<file path="config.mk">
export PLATFORM = sky130hd
export DESIGN_NAME = angle_sampler
export DESIGN_NICKNAME = d
export VERILOG_FILES = /design/src/rtl/angle_pkg.sv /design/src/rtl/sync_edge.sv /design/src/rtl/angle_sampler.sv
export SDC_FILE = /design/constraint.sdc
export NUM_CORES = 1
export LEC_CHECK = 0
export ABC_AREA = 1
export CAP_MARGIN = 20
export CORE_AREA = 10 10 149 151
export DETAILED_ROUTE_END_ITERATION = 7
export DIE_AREA = 0 0 159 161
export HOLD_SLACK_MARGIN = 0.02
export MAX_ROUTING_LAYER = met4
export PLACE_DENSITY_LB_ADDON = 0.05
export SYNTH_ARGS = -nofsm -noshare
export SYNTH_HDL_FRONTEND = slang
export SYNTH_SLANG_ARGS = --single-unit
</file>
<file path="constraint.sdc">
create_clock -name clock -period 3.7 [get_ports clock]
set_input_delay 0.37 -clock clock [delete_from_list [all_inputs] [get_ports clock]]
set_output_delay 0.37 -clock clock [all_outputs]
set_load 0.01 [all_outputs]
</file>
<file path="src/rtl/angle_pkg.sv">
// Shared definitions for the angle sampling subsystem: angle width, scheduler
// state encoding and the round-robin channel picker.
package angle_pkg;

    localparam int unsigned ANGLE_W = 12;

    typedef enum logic [2:0] {
        StIdle,
        StSelect,
        StRequest,
        StWait,
        StCapture,
        StNext
    } sched_state_e;

    // Lowest set mask bit at or above 'from', wrapping modulo 8. Unused upper
    // mask bits are zero, so the wrap also works for fewer than 8 channels.
    function automatic logic [2:0] pick_ch(input logic [7:0] mask, input logic [2:0] from);
        logic [2:0] idx;
        pick_ch = from;
        for (int i = 7; i >= 0; i--) begin
            idx = from + 3'(i);
            if (mask[idx]) begin
                pick_ch = idx;
            end
        end
    endfunction

endpackage

</file>
<file path="src/rtl/sync_edge.sv">
// Two-flop synchroniser with rising-edge detect for a level crossing from a
// slower or unrelated clock domain.
module sync_edge (
    input  logic clock,
    input  logic reset_n,
    input  logic din,
    output logic rise
);

    logic ff1_q;
    logic ff2_q;

    always_ff @(posedge clock or negedge reset_n) begin
        if (!reset_n) begin
            ff1_q <= 1'b0;
            ff2_q <= 1'b0;
        end else begin
            ff1_q <= din;
            ff2_q <= ff1_q;
        end
    end

    assign rise = ff1_q & ~ff2_q;

endmodule

</file>
<file path="src/rtl/angle_sampler.sv">
// Round-robin scheduler that polls AS5600 encoders behind an I2C mux through
// the existing I2C engine and keeps per-channel angle, delta and status.
module angle_sampler
    import angle_pkg::*;
#(
    parameter int unsigned NUM_CH     = 4,
    parameter int unsigned DIV_W      = 7,
    parameter int unsigned SETTLE_CYC = 16,
    parameter int unsigned TMO_W      = 16
) (
    input  logic                        clock,
    input  logic                        reset_n,
    input  logic                        enable,
    input  logic [NUM_CH-1:0]           ch_mask,
    output logic                        i2c_clk,
    output logic [2:0]                  mux_sel,
    output logic                        rd_req,
    input  logic                        rd_done,
    input  logic [ANGLE_W-1:0]          raw_angle,
    output logic [NUM_CH*ANGLE_W-1:0]   ch_angle,
    output logic [NUM_CH*ANGLE_W-1:0]   ch_delta,
    output logic [NUM_CH-1:0]           ch_valid,
    output logic [NUM_CH-1:0]           ch_timeout,
    output logic                        sample_stb,
    output logic [2:0]                  sample_ch
);

    localparam int unsigned SET_W = (SETTLE_CYC > 1) ? $clog2(SETTLE_CYC) : 1;
    localparam logic [SET_W-1:0] SETTLE_LAST = SET_W'(SETTLE_CYC - 1);
    localparam logic [SET_W-1:0] SET_ONE     = SET_W'(1);
    localparam logic [TMO_W-1:0] TMO_ONE     = TMO_W'(1);
    // One short of all-ones: the count is about to reach 2^TMO_W-1
    localparam logic [TMO_W-1:0] TMO_LAST    = {{(TMO_W-1){1'b1}}, 1'b0};
    localparam logic [DIV_W-1:0] DIV_ONE     = DIV_W'(1);

    logic [DIV_W-1:0] div_q;
    logic             done_rise;
    logic [7:0]       mask8;
    logic [2:0]       ptr_q;
    logic [2:0]       next_ch;
    logic [SET_W-1:0] settle_q;
    logic [TMO_W-1:0] tmo_q;
    sched_state_e     state_q;

    always_ff @(posedge clock or negedge reset_n) begin
        if (!reset_n) begin
            div_q <= '0;
        end else begin
            div_q <= div_q + DIV_ONE;
        end
    end

    assign i2c_clk = div_q[DIV_W-1];

    sync_edge u_done_sync (
        .clock   (clock),
        .reset_n (reset_n),
        .din     (rd_done),
        .rise    (done_rise)
    );

    assign mask8   = 8'(ch_mask);
    assign next_ch = pick_ch(mask8, ptr_q + 3'd1);

    always_ff @(posedge clock or negedge reset_n) begin
        if (!reset_n) begin
            state_q    <= StIdle;
            ptr_q      <= '0;
            settle_q   <= '0;
            tmo_q      <= '0;
            mux_sel    <= '0;
            rd_req     <= 1'b0;
            sample_stb <= 1'b0;
            sample_ch  <= '0;
            ch_angle   <= '0;
            ch_delta   <= '0;
            ch_valid   <= '0;
            ch_timeout <= '0;
        end else begin
            sample_stb <= 1'b0;
            unique case (state_q)
                StIdle: begin
                    if (enable && (|ch_mask)) begin
                        ptr_q    <= pick_ch(mask8, ptr_q);
                        mux_sel  <= pick_ch(mask8, ptr_q);
                        settle_q <= '0;
                        state_q  <= StSelect;
                    end
                end
                StSelect: begin
                    if (settle_q == SETTLE_LAST) begin
                        rd_req  <= 1'b1;
                        state_q <= StRequest;
                    end else begin
                        settle_q <= settle_q + SET_ONE;
                    end
                end
                StRequest: begin
                    // An edge seen here predates the request and is dropped
                    tmo_q   <= '0;
                    state_q <= StWait;
                end
                StWait: begin
                    if (done_rise) begin
                        rd_req  <= 1'b0;
                        state_q <= StCapture;
                    end else if (tmo_q == TMO_LAST) begin
                        rd_req  <= 1'b0;
                        state_q <= StNext;
                        for (int c = 0; c < NUM_CH; c++) begin
                            if (ptr_q == 3'(c)) begin
                                ch_timeout[c] <= 1'b1;
                                ch_valid[c]   <= 1'b0;
                            end
                        end
                    end else begin
                        tmo_q <= tmo_q + TMO_ONE;
                    end
                end
                StCapture: begin
                    for (int c = 0; c < NUM_CH; c++) begin
                        if (ptr_q == 3'(c)) begin
                            ch_angle[c*ANGLE_W +: ANGLE_W] <= raw_angle;
                            ch_delta[c*ANGLE_W +: ANGLE_W] <= ch_valid[c] ?
                                raw_angle - ch_angle[c*ANGLE_W +: ANGLE_W] : '0;
                            ch_valid[c]   <= 1'b1;
                            ch_timeout[c] <= 1'b0;
                        end
                    end
                    sample_stb <= 1'b1;
                    sample_ch  <= ptr_q;
                    state_q    <= StNext;
                end
                StNext: begin
                    if (|ch_mask) begin
                        ptr_q <= next_ch;
                    end
                    if (!enable || !(|ch_mask)) begin
                        state_q <= StIdle;
                    end else begin
                        mux_sel  <= next_ch;
                        settle_q <= '0;
                        state_q  <= StSelect;
                    end
                end
                default: state_q <= StIdle;
            endcase
        end
    end

endmodule
</file>
==> impl_results.md <==
* Cell taking the most area after synthesis: dfrtp_1
* Postcts setup bufs at 0
* Synth Area in Compound Gates at 16.5%
* Final setup viols at 0
* Sink Count at 147
* Relative slew slack at 49.4%
* IO Count at 133
* Post-synth ARST share at 100%
* Sw Pwr at 0.00317 W
* Simple-gate portion of the synthesized area at 21.1%
* Fillers at 1826
* Pin count of the biggest net entering global routing at 81
* Most Crowded Layer GR: met2
* Initial Util at 44.3%
* Reg2reg setup slack at 0.88 ns
* Post-route clock period utilization at 76.2%
* Row count at 51
* CP Launch Type: register
* Pwr Density at 733 nW/um^2
* Worst Hold Path Cells at 1
* Area Overhead vs Synth at 25.9%
* Via count at 7471
* Clk Latency, worst-skew pair at 0.43 ns
* Cells after Synth at 1057
* CTS tree: yes
* Setup WS post-layout at 0.882 ns
* Avg Vias per Cell at 5.08
* P_leak at 5.30 nW
* Int Power at 0.00469 W
* CP Data Required Time at 4.07 ns
* DRT Pass-1 Iters at 6
* Post-synth top flop: dfrtp_1
* Overall Global Routing Usage at 19.3%
* Critical R2R Launch: ptr_q[1]$_DFFE_PN0P_
* Number of synthesized register bits at 147
* RSZ-0062 raised after global routing: no
* GP Congestion at 0.904
* Global-route wire length before repair at 39100 um
* CP Max Fanout at 11
* Total global routing overflow at 0
* Syn Area/Cell at 8.05 um^2
* Root Driver: clkbuf_16
* Dpl hpwl at 18200 um
* Hold path start: rd_done
* Combinational share of power at 47.0%
* Max Buffers Root-to-Sink at 2
* Met1 Usage GRT at 23.7%
* Multi-input gate area at 4130 um^2
* Core ar. at 19200 um^2
* Crit. End Element: register
* Seq pwr share at 31.0%
* Post-synth top area share at 43.2%
* DRC viols at 0
* GR Util met3 at 4.55%
* Routed WL at 23900 um
* Max-Cap Viols at 0
* Switching Share at 40.3%
* Initial antenna violation count at 1
* Layout Skew at 0.00810 ns
* # resized after CTS at 0
* Total number of yosys warnings at 0
* Sequential share of the synthesized area at 43.2%
* Hold endpoint: u_done_sync.ff1_q$_DFF_PN0_
* Number of synthesized flops with an enable pin at 0
* Sum Neg Setup Slack at 0 ns
* Placed Instances at 1438
* WL/cell at 16.3 um
* WP data arrival at 3.18 ns
* Register cell area after layout at 3680 um^2
* Synth Area in Adders at 8.88%
* Vias in the first global route at 7551
* Worst R2R Path Depth at 20
* CTS H-tree depth at 4
* CTS Buf Count at 17
* Worst vdd ir at 0.392 mV
* Worst Max-Slew Pin Slew at 0.759 ns
* Reg clk slew, reported paths at 0.06 ns
* Detailed router's first-iteration violation count at 443
* Top post-synthesis cells by area: dfrtp_1, nand2_1, ha_1
* Layout cells sized above 1 at 6.30%
* Final Non-Filler Cells at 1472
* Dpl ws at 0.751 ns
* # port buffers at 132
* Min cycle time layout at 2.82 ns
* Hold Vio Cnt, Final at 0
* XOR/XNOR Fraction of Synth Area at 1.65%
* Clock share of power at 21.9%
* Post-synthesis mux area share at 0.529%
* Die height at 161 um
* Status: finished, final reports clean
* Synth unique cells at 46
* Netlist area before placement at 8510 um^2
* Reg2reg end: mux_sel[1]$_DFFE_PN0P_
* Worst Hold Class: in2reg
* Die width at 159 um
* Die area at 25600 um^2
* Met2 Use GR at 31.1%
* CP Class: reg2reg
* Fmax at 355 MHz
* Final ANT Viol Nets at 0
* Syn_nets at 1135
* Largest family of logic cells by synthesized area: simple AND/OR/NAND/NOR gates
* Nets at 1271
* Slew Viols, Final at 0
## logic make-up after synthesis
family,after synthesis
xor+xnor,16
simple gates,405
buf+inv,182
flops,147
mux,4
fa+ha+maj,58
compound gates,245
## synthesized netlist by cell type, types with 2 or more instances
cell       count
xor2_1         3
nand2_1      243
o21bai_1       5
nor3_1        20
o221ai_1       2
o31ai_1        4
clkbuf_1      16
a21o_1         5
xnor2_1       13
or2_2         13
a22o_1         7
nand3_1       44
o21a_1         3
o21ai_1       10
fa_1           4
nor2_4         6
ha_1          54
nor2_1        55
nand3_4        2
mux2_2         4
a31oi_1        7
nand2_4        2
inv_2          5
o21ai_0      109
o2111ai_1      8
nand3b_1       4
a21oi_1       71
a32o_1        10
inv_1        153
nor2_2         3
buf_2          4
dfrtp_1      147
nand4_1        8
## flip-flops by register name, indices dropped and copies added (netlist names)
name,cells
settle_q,4
state_q,3
ch_delta,48
ch_timeout,4
sample_ch,3
div_q,7
u_done_sync.ff2_q,1
ptr_q,3
mux_sel,3
ch_valid,4
ch_angle,48
rd_req,1
u_done_sync.ff1_q,1
tmo_q,16
sample_stb,1
## stage by stage
stage	area (um^2)	total power [W]	hold slack [ns]	util [%]
3_5_place_dp	10100	0.00617	0.368	52.7
4_1_cts	10700	0.00792	0.365	55.8
6_report	10700	0.00786	0.377	55.8
5_1_grt	10700	0.00852	0.366	55.8
3_3_place_gp	10100	0.00612	0.366	52.7
2_1_floorplan	8510	0.00467	0.0744	-
## power groups by stage
stage                     Sequential [W]  Clock [W]  Combinational, W
after floorplan                  0.00252          0           0.00214
after global placement           0.00245          0           0.00367
after detailed placement         0.00246          0           0.00371
after CTS                        0.00244    0.00176           0.00372
after global routing             0.00250    0.00182           0.00419
final                            0.00244    0.00172           0.00370
## worst max-delay path by stage
stage | to | startpoint | slack [ns]
2_1_floorplan | mux_sel[0]$_DFFE_PN0P_ | ptr_q[1]$_DFFE_PN0P_ | 1.36
3_3_place_gp | ch_delta[11]$_DFFE_PN0P_ | raw_angle[1] | 0.81
3_5_place_dp | ch_delta[11]$_DFFE_PN0P_ | raw_angle[1] | 0.75
4_1_cts | mux_sel[1]$_DFFE_PN0P_ | ptr_q[1]$_DFFE_PN0P_ | 0.88
5_1_grt | ptr_q[1]$_DFFE_PN0P_ | ptr_q[1]$_DFFE_PN0P_ | 0.56
6_report | mux_sel[1]$_DFFE_PN0P_ | ptr_q[1]$_DFFE_PN0P_ | 0.88
## metal layers
layer / part of all wire [%] / vias to the layer above
met3: 5.6 / 23
met1: 46 / 3508
met2: 47 / 178
met5: 0 / -
met4: 1.7 / 0
li1: - / 3762
## cell usage in the layout (no fill, tap or decap), types with 4 or more instances in the layout
master | Yosys | routed
clkdlybuf4s50_1 | 0 | 131
o2111ai_1 | 8 | 8
nor3_1 | 20 | 20
buf_4 | 0 | 5
fa_1 | 4 | 4
a21oi_1 | 71 | 71
ha_1 | 54 | 54
nand2_1 | 243 | 243
mux2_2 | 4 | 4
nand3b_1 | 4 | 4
inv_2 | 5 | 5
a32o_1 | 10 | 10
nor2_1 | 55 | 55
a31oi_1 | 7 | 7
a22o_1 | 7 | 7
o21bai_1 | 5 | 5
o31ai_1 | 4 | 4
inv_1 | 153 | 153
xnor2_1 | 13 | 13
nand3_1 | 44 | 44
o21ai_1 | 10 | 10
dfrtp_1 | 147 | 147
clkbuf_16 | 0 | 17
a21o_1 | 5 | 5
nor2_4 | 6 | 6
o21ai_0 | 109 | 109
or2_2 | 13 | 13
nand4_1 | 8 | 8
## critical path, cell delays in order, from the launching register on
cell and delay [ns]:
dfrtp_1 0.55, inv_1 0.25, ha_1 0.52, inv_1 0.20
nand3_1 0.18, nand2_1 0.12, nor2_1 0.13, nand3_1 0.08
nand3_1 0.07, nand2_1 0.05, nand2_1 0.05, nand2_1 0.05
nand2_1 0.06, nand2_1 0.05, nand2_1 0.05, nand2_1 0.05
nand2_1 0.05, nand2_1 0.04, nand2_1 0.08, nand2_1 0.06
nand2_1 0.06
## layout make-up
| class | instances | area share [%] |
|---|---|---|
| Sequential cell | 147 | 34.3 |
| Timing Repair Buffer | 139 | 13.0 |
| Inverter | 160 | 5.63 |
| Multi-Input combinational cell | 728 | 38.6 |
| Tap cell | 265 | 3.09 |
| Antenna cell | 1 | 0.0233 |
| Clock buffer | 20 | 4.17 |
| Clock inverter | 12 | 1.24 |
## timing repair
action                                 in CTS  in global routing
setup endpoints to repair                   0                  0
hold buffers                                1                  0
endpoints found under the hold margin      10                  0
Note: power is estimated with default switching activity, not from simulation.
